## config.mk

```make
export PLATFORM = sky130hd
export DESIGN_NAME = asym_fifo_ctrl_w2n_flat
export DESIGN_NICKNAME = d
export VERILOG_FILES = /design/src/rtl/asym_fifo_ctrl_w2n_pkg.sv /design/src/rtl/asym_fifo_ctrl_w2n_if.sv /design/src/rtl/asym_fifo_outbuf.sv /design/src/rtl/asym_fifo_ctrl_w2n.sv /design/src/flat_wrapper.sv
export SDC_FILE = /design/constraint.sdc
export NUM_CORES = 1
export LEC_CHECK = 0
export CORE_ASPECT_RATIO = 0.5
export CORE_MARGIN = 1
export CORE_UTILIZATION = 50
export DETAILED_ROUTE_END_ITERATION = 6
export PLACE_DENSITY = 0.86
export SLEW_MARGIN = 5
export SYNTH_ARGS = -nofsm -noshare
export SYNTH_HDL_FRONTEND = slang
export SYNTH_SLANG_ARGS = --single-unit
```

## constraint.sdc

```tcl
create_clock -name clk -period 3.9 [get_ports clk]
set_input_delay 0.78 -clock clk [delete_from_list [all_inputs] [get_ports clk]]
set_output_delay 0.78 -clock clk [all_outputs]
set_load 0.03 [all_outputs]
```

## src/rtl/asym_fifo_ctrl_w2n_pkg.sv

```systemverilog
// rtl/asym_fifo_ctrl_w2n_pkg.sv - shared constants and width helpers for the wide-to-narrow FIFO controller
package asym_fifo_ctrl_w2n_pkg;

  // Default geometry of the controlled asymmetric SDP RAM
  localparam int DEF_AWA = 8;
  localparam int DEF_DWA = 16;
  localparam int DEF_AWB = 10;
  localparam int DEF_DWB = 4;

  // RAM read latency in cycles (issue to ram_doutb valid)
  localparam int RD_LAT = 2;

  // Output buffer depth; also bounds reads in flight plus buffered words
  localparam int OB_DEPTH = 4;

  // Narrow words per wide word
  function automatic int ratio_f(input int dwa, input int dwb);
    return dwa / dwb;
  endfunction

  // Ceiling log2 for elaboration-time sizing
  function automatic int log2_f(input int v);
    int r;
    r = 0;
    for (int i = 0; i < 31; i++) begin
      if ((1 << i) < v) r = i + 1;
    end
    return r;
  endfunction

  localparam int OB_PW = log2_f(OB_DEPTH);
  localparam int OB_CW = OB_PW + 1;

endpackage

```

## src/rtl/asym_fifo_ctrl_w2n_if.sv

```systemverilog
// rtl/asym_fifo_ctrl_w2n_if.sv - stream, flush and RAM-port bundle of the wide-to-narrow FIFO controller
interface asym_fifo_ctrl_w2n_if
  import asym_fifo_ctrl_w2n_pkg::*;
#(
  parameter int AWA = DEF_AWA,
  parameter int DWA = DEF_DWA,
  parameter int AWB = DEF_AWB,
  parameter int DWB = DEF_DWB
) ();

  logic           clr;
  logic           s_valid;
  logic           s_ready;
  logic [DWA-1:0] s_data;
  logic           m_valid;
  logic           m_ready;
  logic [DWB-1:0] m_data;
  logic           ram_wea;
  logic [AWA-1:0] ram_addra;
  logic [DWA-1:0] ram_dina;
  logic           ram_reb;
  logic [AWB-1:0] ram_addrb;
  logic [DWB-1:0] ram_doutb;
  logic [AWB:0]   level;

  // Controller side
  modport slave (
    input  clr, s_valid, s_data, m_ready, ram_doutb,
    output s_ready, m_valid, m_data, ram_wea, ram_addra, ram_dina,
           ram_reb, ram_addrb, level
  );

  // Producer / consumer / RAM side
  modport master (
    output clr, s_valid, s_data, m_ready, ram_doutb,
    input  s_ready, m_valid, m_data, ram_wea, ram_addra, ram_dina,
           ram_reb, ram_addrb, level
  );

endinterface

```

## src/rtl/asym_fifo_outbuf.sv

```systemverilog
// rtl/asym_fifo_outbuf.sv - small narrow-word output FIFO fed by returning RAM reads
module asym_fifo_outbuf
  import asym_fifo_ctrl_w2n_pkg::*;
#(
  parameter int DW = 4
) (
  input  logic             clk,
  input  logic             rst_n,
  input  logic             clr,
  input  logic             push,
  input  logic [DW-1:0]    push_data,
  input  logic             pop,
  output logic [DW-1:0]    head,
  output logic [OB_CW-1:0] count,
  output logic             not_empty
);

  logic [DW-1:0]    mem_q [OB_DEPTH];
  logic [OB_PW-1:0] wp_q, wp_d, rp_q, rp_d;
  logic [OB_CW-1:0] count_q, count_d;

  // Pointer and occupancy next state; push never overflows because the caller holds credits
  always_comb begin
    wp_d    = wp_q + OB_PW'(push);
    rp_d    = rp_q + OB_PW'(pop);
    count_d = count_q + OB_CW'(push) - OB_CW'(pop);
    if (clr) begin
      wp_d    = '0;
      rp_d    = '0;
      count_d = '0;
    end
  end

  // Control state registers
  always_ff @(posedge clk or negedge rst_n) begin
    if (!rst_n) begin
      wp_q    <= '0;
      rp_q    <= '0;
      count_q <= '0;
    end else begin
      wp_q    <= wp_d;
      rp_q    <= rp_d;
      count_q <= count_d;
    end
  end

  // Data storage needs no reset; it is only read when count says it is valid
  always_ff @(posedge clk) begin
    if (push) mem_q[wp_q] <= push_data;
  end

  assign head      = mem_q[rp_q];
  assign count     = count_q;
  assign not_empty = (count_q != '0);

endmodule

```

## src/rtl/asym_fifo_ctrl_w2n.sv

```systemverilog
// rtl/asym_fifo_ctrl_w2n.sv - wide-write / narrow-read FIFO controller around an asymmetric SDP RAM
module asym_fifo_ctrl_w2n
  import asym_fifo_ctrl_w2n_pkg::*;
#(
  parameter int AWA = DEF_AWA,
  parameter int DWA = DEF_DWA,
  parameter int AWB = DEF_AWB,
  parameter int DWB = DEF_DWB
) (
  input logic                clk,
  input logic                rst_n,
  asym_fifo_ctrl_w2n_if.slave bus
);

  localparam int           RATIO     = 1 << log2_f(ratio_f(DWA, DWB));
  localparam logic [AWB:0] RATIO_W   = (AWB + 1)'(RATIO);
  localparam logic [AWB:0] READY_MAX = (AWB + 1)'((1 << AWB) - RATIO);

  logic [AWA:0]        wptr_q, wptr_d;
  logic [AWB:0]        rptr_q, rptr_d;
  logic [AWB:0]        level_q, level_d;
  logic [AWB:0]        avail_q, avail_d, avail_eff;
  logic [1:0]          wr_pipe_q, wr_pipe_d;
  logic [RD_LAT-1:0]   inf_q, inf_d;
  logic [OB_CW-1:0]    ob_count;
  logic [OB_CW:0]      occ;
  logic [DWB-1:0]      ob_head;
  logic                ob_valid;
  logic                wr_fire, rd_issue, pop;

  // Write side: accept straight into the RAM write port
  assign bus.s_ready   = rst_n & ~bus.clr & (level_q <= READY_MAX);
  assign wr_fire       = bus.s_valid & bus.s_ready;
  assign bus.ram_wea   = wr_fire;
  assign bus.ram_addra = wptr_q[AWA-1:0];
  assign bus.ram_dina  = bus.s_data;

  // A wide write becomes readable two cycles after accept, once it has landed in the RAM
  assign avail_eff = avail_q + (wr_pipe_q[1] ? RATIO_W : '0);

  // Reads are credit-limited so every returning word has a buffer slot
  assign occ       = {1'b0, ob_count} + (OB_CW + 1)'($countones(inf_q));
  assign rd_issue  = ~bus.clr & (avail_eff != '0) & (occ < (OB_CW + 1)'(OB_DEPTH));
  assign bus.ram_reb   = rd_issue;
  assign bus.ram_addrb = rptr_q[AWB-1:0];

  assign pop         = ob_valid & bus.m_ready;
  assign bus.m_valid = ob_valid;
  assign bus.m_data  = ob_head;
  assign bus.level   = level_q;

  // Next state for pointers, counters and the commit/inflight pipelines; flush zeroes all
  always_comb begin
    wptr_d    = wptr_q + (AWA + 1)'(wr_fire);
    rptr_d    = rptr_q + (AWB + 1)'(rd_issue);
    level_d   = level_q + (wr_fire ? RATIO_W : '0) - (AWB + 1)'(pop);
    avail_d   = avail_eff - (AWB + 1)'(rd_issue);
    wr_pipe_d = {wr_pipe_q[0], wr_fire};
    inf_d     = {inf_q[RD_LAT-2:0], rd_issue};
    if (bus.clr) begin
      wptr_d    = '0;
      rptr_d    = '0;
      level_d   = '0;
      avail_d   = '0;
      wr_pipe_d = '0;
      inf_d     = '0;
    end
  end

  // Controller state registers
  always_ff @(posedge clk or negedge rst_n) begin
    if (!rst_n) begin
      wptr_q    <= '0;
      rptr_q    <= '0;
      level_q   <= '0;
      avail_q   <= '0;
      wr_pipe_q <= '0;
      inf_q     <= '0;
    end else begin
      wptr_q    <= wptr_d;
      rptr_q    <= rptr_d;
      level_q   <= level_d;
      avail_q   <= avail_d;
      wr_pipe_q <= wr_pipe_d;
      inf_q     <= inf_d;
    end
  end

  // Returning data is captured only when tagged by the inflight pipeline
  asym_fifo_outbuf #(
    .DW(DWB)
  ) u_outbuf (
    .clk       (clk),
    .rst_n     (rst_n),
    .clr       (bus.clr),
    .push      (inf_q[RD_LAT-1]),
    .push_data (bus.ram_doutb),
    .pop       (pop),
    .head      (ob_head),
    .count     (ob_count),
    .not_empty (ob_valid)
  );

endmodule

```

## src/flat_wrapper.sv

```systemverilog
// flat-port wrapper written by rule: the top's interface ports become plain ports
module asym_fifo_ctrl_w2n_flat import asym_fifo_ctrl_w2n_pkg::*;
#(
  parameter int AWA = DEF_AWA,
  parameter int DWA = DEF_DWA,
  parameter int AWB = DEF_AWB,
  parameter int DWB = DEF_DWB
)
  (clk, rst_n, bus_clr, bus_s_valid, bus_s_data, bus_m_ready, bus_ram_doutb, bus_s_ready, bus_m_valid, bus_m_data, bus_ram_wea, bus_ram_addra, bus_ram_dina, bus_ram_reb, bus_ram_addrb, bus_level);
  asym_fifo_ctrl_w2n_if #(.AWA(AWA), .DWA(DWA), .AWB(AWB), .DWB(DWB)) bus_i ();
  input logic clk;
  input logic rst_n;
  input wire logic [$bits(bus_i.clr)-1:0] bus_clr;
  input wire logic [$bits(bus_i.s_valid)-1:0] bus_s_valid;
  input wire logic [$bits(bus_i.s_data)-1:0] bus_s_data;
  input wire logic [$bits(bus_i.m_ready)-1:0] bus_m_ready;
  input wire logic [$bits(bus_i.ram_doutb)-1:0] bus_ram_doutb;
  output wire logic [$bits(bus_i.s_ready)-1:0] bus_s_ready;
  output wire logic [$bits(bus_i.m_valid)-1:0] bus_m_valid;
  output wire logic [$bits(bus_i.m_data)-1:0] bus_m_data;
  output wire logic [$bits(bus_i.ram_wea)-1:0] bus_ram_wea;
  output wire logic [$bits(bus_i.ram_addra)-1:0] bus_ram_addra;
  output wire logic [$bits(bus_i.ram_dina)-1:0] bus_ram_dina;
  output wire logic [$bits(bus_i.ram_reb)-1:0] bus_ram_reb;
  output wire logic [$bits(bus_i.ram_addrb)-1:0] bus_ram_addrb;
  output wire logic [$bits(bus_i.level)-1:0] bus_level;
  assign bus_i.clr = bus_clr;
  assign bus_i.s_valid = bus_s_valid;
  assign bus_i.s_data = bus_s_data;
  assign bus_i.m_ready = bus_m_ready;
  assign bus_i.ram_doutb = bus_ram_doutb;
  assign bus_s_ready = bus_i.s_ready;
  assign bus_m_valid = bus_i.m_valid;
  assign bus_m_data = bus_i.m_data;
  assign bus_ram_wea = bus_i.ram_wea;
  assign bus_ram_addra = bus_i.ram_addra;
  assign bus_ram_dina = bus_i.ram_dina;
  assign bus_ram_reb = bus_i.ram_reb;
  assign bus_ram_addrb = bus_i.ram_addrb;
  assign bus_level = bus_i.level;
  asym_fifo_ctrl_w2n #(.AWA(AWA), .DWA(DWA), .AWB(AWB), .DWB(DWB)) u_core (.clk(clk), .rst_n(rst_n), .bus(bus_i));
endmodule
```

==> results of run 1 <==
metrics by stage:
step	hold WS [ns]	utilization, %	area, um2	std cells
after floorplan	0.439	-	3760	343
after global placement	0.448	59.7	4150	457
after detailed placement	0.462	59.7	4150	457
after CTS	0.474	63.7	4430	473
after global routing	0.510	63.7	4430	473
final	0.469	63.7	4430	473
layout make-up:
type	instances	share of cell area, %
inverters	28	2.37
multi-input cells	222	38.7
well taps	92	2.60
flip-flops and latches	67	39.6
repair buffers	48	10.4
clock buffers	13	5.42
clock inverters	3	0.903
synth_stat cells, types with 2 or more instances:
cell type	n	area, um2
and3_1	10	62.6
a311o_1	2	20.0
xnor2_1	17	149
inv_1	28	105
nor2_1	40	150
nor2b_1	16	100
buf_6	3	33.8
nand3_1	12	60.1
nor3b_1	5	37.5
nand4_1	5	31.3
fa_1	2	40.0
a21oi_1	6	30.0
mux4_2	4	90.1
nand2_1	7	26.3
a31oi_1	2	12.5
nor3_1	8	40.0
o21ai_0	5	25.0
dfrtp_1	51	1280
edfxtp_1	16	480
clkbuf_1	5	18.8
o2111ai_1	2	17.5
a311oi_1	2	17.5
and2_1	5	31.3
ha_1	32	400
xor2_1	14	123
a21o_1	3	22.5
buf_4	16	120
mux2i_1	2	20.0
or3_1	5	31.3
per-layer routing:
metal	track usage [%]	part of all wire (%)	up-vias
li1	-	-	1224
met3	5.78	3.2	19
met2	35.2	50	46
met4	9.04	1.6	0
met1	25.8	45	1300
met5	0	0	-
worst max-delay path: cells and delay by family, from the launching register on:
family,cells,cell delay (ns)
AOI/OAI and AO/OA,3,0.77
DFF,1,0.36
and+or+nand+nor,2,0.28
adders and majority gates,2,0.46
buffers and inverters,1,0.75
logic make-up (layout without fill, tap and decap cells):
| family | count (synthesis) | after routing | synth area share, % |
|---|---|---|---|
| flops | 67 | 67 | 46.8 |
| mux | 7 | 7 | 3.24 |
| simple gates | 117 | 117 | 16.3 |
| compound gates | 32 | 32 | 6.60 |
| fa+ha+maj | 34 | 34 | 11.7 |
| xor+xnor | 32 | 32 | 7.67 |
| buf+inv | 54 | 92 | 7.64 |
final timing paths:
kind                       depth (start not counted)                           from                             to  slack [ns]
hold / removal                                     1  u_core.wr_pipe_q[0]$_DFF_PN0_  u_core.wr_pipe_q[1]$_DFF_PN0_        0.47
setup / recovery                                   8  u_core.wr_pipe_q[1]$_DFF_PN0_                    bus_ram_reb        0.17
hold reg to reg                                    1  u_core.wr_pipe_q[0]$_DFF_PN0_  u_core.wr_pipe_q[1]$_DFF_PN0_        0.47
min in group asynchronous                          2                          rst_n  u_core.bus.level[2]$_DFF_PN0_        0.58
setup reg to reg                                  14  u_core.wr_pipe_q[1]$_DFF_PN0_   u_core.avail_q[10]$_DFF_PN0_        0.34
max in group asynchronous                          2                          rst_n     u_core.rptr_q[6]$_DFF_PN0_        2.89
state kept, by name, indices dropped and copies added, names as in the netlist:
signal	count
u_core.avail_q	11
u_core.wr_pipe_q	2
u_core.wptr_q	8
u_core.u_outbuf.count	3
u_core.u_outbuf.mem_q	16
u_core.u_outbuf.rp_q	2
u_core.u_outbuf.wp_q	2
u_core.bus.level	11
u_core.rptr_q	10
u_core.inf_q	2
power by group:
part / internal [mW] / switching (mW) / total (mW)
Sequential: 0.851 / 0.149 / 1.00
Clock: 0.493 / 0.278 / 0.770
Combinational: 0.657 / 0.805 / 1.46
Total: 2.00 / 1.23 / 3.23
==> metrics.md, run 1 <==
| Metric | Value |
|---|---|
| Share of cells above drive strength 1 | `7.87%` |
| CTS tree | `done` |
| DP Wirelength | `5.25 mm` |
| GR Overflow Total | `0` |
| Fmax | `268 MHz` |
| P per Cell Area | `729 nW/um2` |
| Slew Limit Fails | `0` |
| Via count | `2589` |
| Setup-failing EPs final | `0` |
| H-tree level count | `3` |
| Post-cts hold buffer count | `0` |
| WP data arrival | `2.95 ns` |
| Die W | `124 um` |
| RSZ-0062 raised after global routing | `false` |
| Most used flip-flop cell after synthesis | `dfrtp_1` |
| Total Routing Usage GR | `21.0%` |
| Max Cap Viol | `0` |
| Rows | `21` |
| # DRC | `0` |
| Setup bufs post-CTS | `0` |
| Router iterations before antenna repair | `4` |
| LEAKAGE | `2.00 nW` |
| Critical path cell sequence | `ha_1, ha_1, and3_1, o211a_1, o2111ai_1, nor3_1, a311oi_2, clkdlybuf4s50_1` |
| Avg Inst Size Synth | `10.9 um2` |
| Drt wl/cell | `15.8 um` |
| Most common cell after layout, fill and taps aside | `dfrtp_1` |
| WS Path Type | `register to output pin` |
| Final worst path period share | `95.5%` |
| Root Driver | `clkbuf_16` |
| Area growth syn-to-layout | `18.2%` |
| Antenna-violating nets left | `0` |
| Crit path max-delay cell type | `clkdlybuf4s50_1` |
| DR vias/cell | `5.47` |
| Critical path endpoint category | `output pin` |
| Seq. cell area | `1760 um2` |
| Most frequent cells in the layout | `dfrtp_1, clkdlybuf4s50_1, nor2_1` |
| # fillers | `509` |
| Largest net degree at the start of global routing | `52` |
| Synthesized flop and latch total | `67` |
| Placeable Area | `6960 um2` |
| Initial DRC count | `156` |
| Maximum fanout along the worst path | `6` |
| Final setup margin | `0.174 ns` |
| GPL Wtd Cong | `0.848` |
| CTS resizes | `0` |
| Slew HR | `48.4%` |
| Power consumption | `3.23 mW` |
| Final Hold Viols | `0` |
| Cell area after synthesis | `3750 um2` |
| Final WL | `7.47 mm` |
| Ys async rst share | `76.1%` |
| Min-Delay Path Class | `register to register` |
| I/O Buffers | `45` |
| Worst-path clk slew | `0.05 ns` |
| Netlist cell types | `47` |
| First-pass GRT wire length | `12.9 mm` |
| TritonCTS Sinks | `67` |
| Die H | `63.2 um` |
| Sequential element share of the synthesized area | `46.8%` |
| Syn Inst Count | `343` |
| Clock skew | `0.00847 ns` |
| Setup TNS | `0 ns` |
| Post-place setup slack | `0.424 ns` |
| Worst-Margin Slew | `0.773 ns` |
| # nets final | `435` |
| Initial antenna violation count | `0` |
| Outcome | `complete, no violations` |
| VDD IR-drop max | `0.000347 V` |
| Syn_nets | `402` |
| Data required, critical path | `3.12 ns` |
| Vias in the first global route | `2674` |
| Worst path max stage delay | `0.75 ns` |
| Clock tree buffer depth | `2` |
| Initial core utilization | `53.9%` |
| Worst skew pair latency | `0.33 ns` |
| Tmin final | `3.73 ns` |
| Top Ports | `78` |
| Most frequent CP cell | `ha_1` |
| Num CTS Buffers | `9` |
| Area of the multi-input gates | `1710 um2` |
| Ant. Diodes | `0` |
| Die area | `7870 um2` |
| YS warnings | `0` |
| Startpoint types | `register` |
| EDFF count, synth | `16` |
(Power assumes the default switching activity.)
==> run 2: changes to the inputs <==
--- a/config.mk
+++ b/config.mk
@@ -8,8 +8,10 @@
 export CORE_ASPECT_RATIO = 0.5
 export CORE_MARGIN = 1
 export CORE_UTILIZATION = 50
+export CTS_BUF_LIST = sky130_fd_sc_hd__clkbuf_8 sky130_fd_sc_hd__clkbuf_16
 export DETAILED_ROUTE_END_ITERATION = 6
 export PLACE_DENSITY = 0.86
+export RECOVER_POWER = 50
 export SLEW_MARGIN = 5
 export SYNTH_ARGS = -nofsm -noshare
 export SYNTH_HDL_FRONTEND = slang
==> run 2 against run 1 <==
The run now ends with max-capacitance violations, max-slew violations left. Flip-flop and latch count stayed put. Critical endpoint unchanged. Via count hardly changed. Count of clock-buffer cells in the layout is 4 lower. Critical path type unchanged. Largest power group unchanged. Worst setup slack better by 0.0088 ns. Critical path depth stayed put. Largest cell class unchanged. Sequential power hardly changed.
==> metrics.md, run 2 (synthesis gave the netlist of run 1 again) <==
| Metric | Value |
|---|---|
| Initial antenna violation count | `0` |
| Util after Layout | `63.6%` |
| DR vias/cell | `5.48` |
| Setup bufs post-CTS | `0` |
| First-pass GRT wire length | `12.9 mm` |
| Slew Limit Fails | `104` |
| Outcome | `finished, violations left` |
| Fmax | `269 MHz` |
| Clock tree buffer depth | `2` |
| Non-Filler Instances | `473` |
| Critical path endpoint category | `output pin` |
| Share of cells above drive strength 1 | `7.09%` |
| Biggest register | `u_core.u_outbuf.mem_q` |
| Min-Delay Path Class | `register to register` |
| Placed Cells | `457` |
| Final Hold Viols | `0` |
| Die area | `7870 um2` |
| Worst path max stage delay | `0.75 ns` |
| Worst skew pair latency | `0.33 ns` |
| Die W | `124 um` |
| P per Cell Area | `728 nW/um2` |
| Max Cap Viol | `2` |
| H-tree level count | `3` |
| Via count | `2590` |
| Ant. Diodes | `0` |
| Most common cell after layout, fill and taps aside | `dfrtp_1` |
| Violated checks | `max-capacitance violations, max-slew violations` |
| Setup-failing EPs final | `0` |
| Die H | `63.2 um` |
| WS Path Type | `register to output pin` |
| Final WL | `7.49 mm` |
| Vias in the first global route | `2674` |
| WP data arrival | `2.94 ns` |
| Post-cts hold buffer count | `0` |
| Worst-Margin Slew | `2.69 ns` |
| Num CTS Buffers | `9` |
| Clock skew | `0.00809 ns` |
| Rows | `21` |
| RSZ-0062 raised after global routing | `false` |
| VDD IR-drop max | `0.000347 V` |
| DP Wirelength | `5.25 mm` |
| Drt wl/cell | `15.8 um` |
| Crit path max-delay cell type | `clkdlybuf4s50_1` |
| Antenna-violating nets left | `0` |
| Total Routing Usage GR | `21.0%` |
| Most frequent CP cell | `ha_1` |
| Area growth syn-to-layout | `18.0%` |
| CP Buf/Inv Count | `1` |
| Most frequent cells in the layout | `dfrtp_1, nor2_1, clkdlybuf4s50_1` |
| TritonCTS Sinks | `67` |
| Largest net degree at the start of global routing | `52` |
| GPL Wtd Cong | `0.848` |
| # nets final | `435` |
| Max reg flops | `16` |
| I/O Buffers | `45` |
| Critical path cell sequence | `ha_1, ha_1, and3_1, o211a_1, o2111ai_1, nor3_1, a311oi_2, clkdlybuf4s50_1` |
| CTS tree | `done` |
| Tmin final | `3.72 ns` |
| CTS resizes | `0` |
| Final worst path period share | `95.3%` |
| Data required, critical path | `3.12 ns` |
| # DRC | `0` |
| Router iterations before antenna repair | `4` |
| Worst-path clk slew | `0.05 ns` |
| Maximum fanout along the worst path | `6` |
| Slew HR | `-79.3%` |
| Placeable Area | `6960 um2` |
| Root Driver | `clkbuf_16` |
| Setup TNS | `0 ns` |
| Initial DRC count | `151` |
| GR Overflow Total | `0` |
| Crit-path leading delay family | `compound AO/OA/AOI/OAI gates` |
| Top Ports | `78` |
| Startpoint types | `register` |
| Worst hold slack | `0.468 ns` |
| # fillers | `513` |
| Initial core utilization | `53.9%` |
| LEAKAGE | `2.01 nW` |
## run 2: cell types whose count changed in the layout (fill, tap and decap cells not counted)
| cell | previous run | this run |
|---|---|---|
| clkdlybuf4s50_1 | 43 | 39 |
| dlygate4sd3_1 | 0 | 4 |
| inv_1 | 28 | 32 |
| buf_4 | 3 | 1 |
| buf_2 | 2 | 1 |
| clkbuf_1 | 4 | 3 |
## run 2: metrics by stage
| step | power [mW] | cell area [um2] | setup slack [ns] |
|---|---|---|---|
| 2_1_floorplan | 2.04 | 3760 | 0.357 |
| 3_3_place_gp | 2.36 | 4150 | 0.462 |
| 3_5_place_dp | 2.44 | 4150 | 0.424 |
| 4_1_cts | 3.23 | 4430 | 0.170 |
| 5_1_grt | 3.42 | 4430 | 0.0605 |
| 6_report | 3.22 | 4430 | 0.182 |
## run 2: final cells by class
type                    count  area (um2)  area share [%]
repair buffers             48         454            10.3
clock inverters             7        55.1            1.24
flip-flops and latches     67        1760            39.7
clock buffers               9         225            5.09
well taps                  92         115            2.60
inverters                  28         105            2.37
multi-input cells         222        1710            38.7
## run 2: metal layers
| layer | vias up | wire length (um) | global-route usage [%] |
|---|---|---|---|
| met1 | 1287 | 3320 | 25.8 |
| met2 | 59 | 3740 | 35.2 |
| met5 | - | 0 | 0 |
| met4 | 0 | 119 | 9.04 |
| met3 | 19 | 308 | 5.78 |
| li1 | 1225 | - | - |
## run 2: path summary, 6_finish.rpt
kind	from	end	slack [ns]	depth (start not counted)
setup / recovery	u_core.wr_pipe_q[1]$_DFF_PN0_	bus_ram_reb	0.18	8
hold / removal	u_core.wr_pipe_q[0]$_DFF_PN0_	u_core.wr_pipe_q[1]$_DFF_PN0_	0.47	1
setup reg to reg	u_core.wr_pipe_q[1]$_DFF_PN0_	u_core.avail_q[10]$_DFF_PN0_	0.33	14
hold reg to reg	u_core.wr_pipe_q[0]$_DFF_PN0_	u_core.wr_pipe_q[1]$_DFF_PN0_	0.47	1
max in group asynchronous	rst_n	u_core.rptr_q[6]$_DFF_PN0_	0.96	2
min in group asynchronous	rst_n	u_core.bus.level[2]$_DFF_PN0_	1.42	2
## run 2: power breakdown
group / total (mW) / leakage, nW / switching [mW] / internal [mW]
combinational: 1.46 / 1.02 / 0.806 / 0.655
clock: 0.760 / 0.154 / 0.278 / 0.482
sequential: 1.00 / 0.833 / 0.148 / 0.852
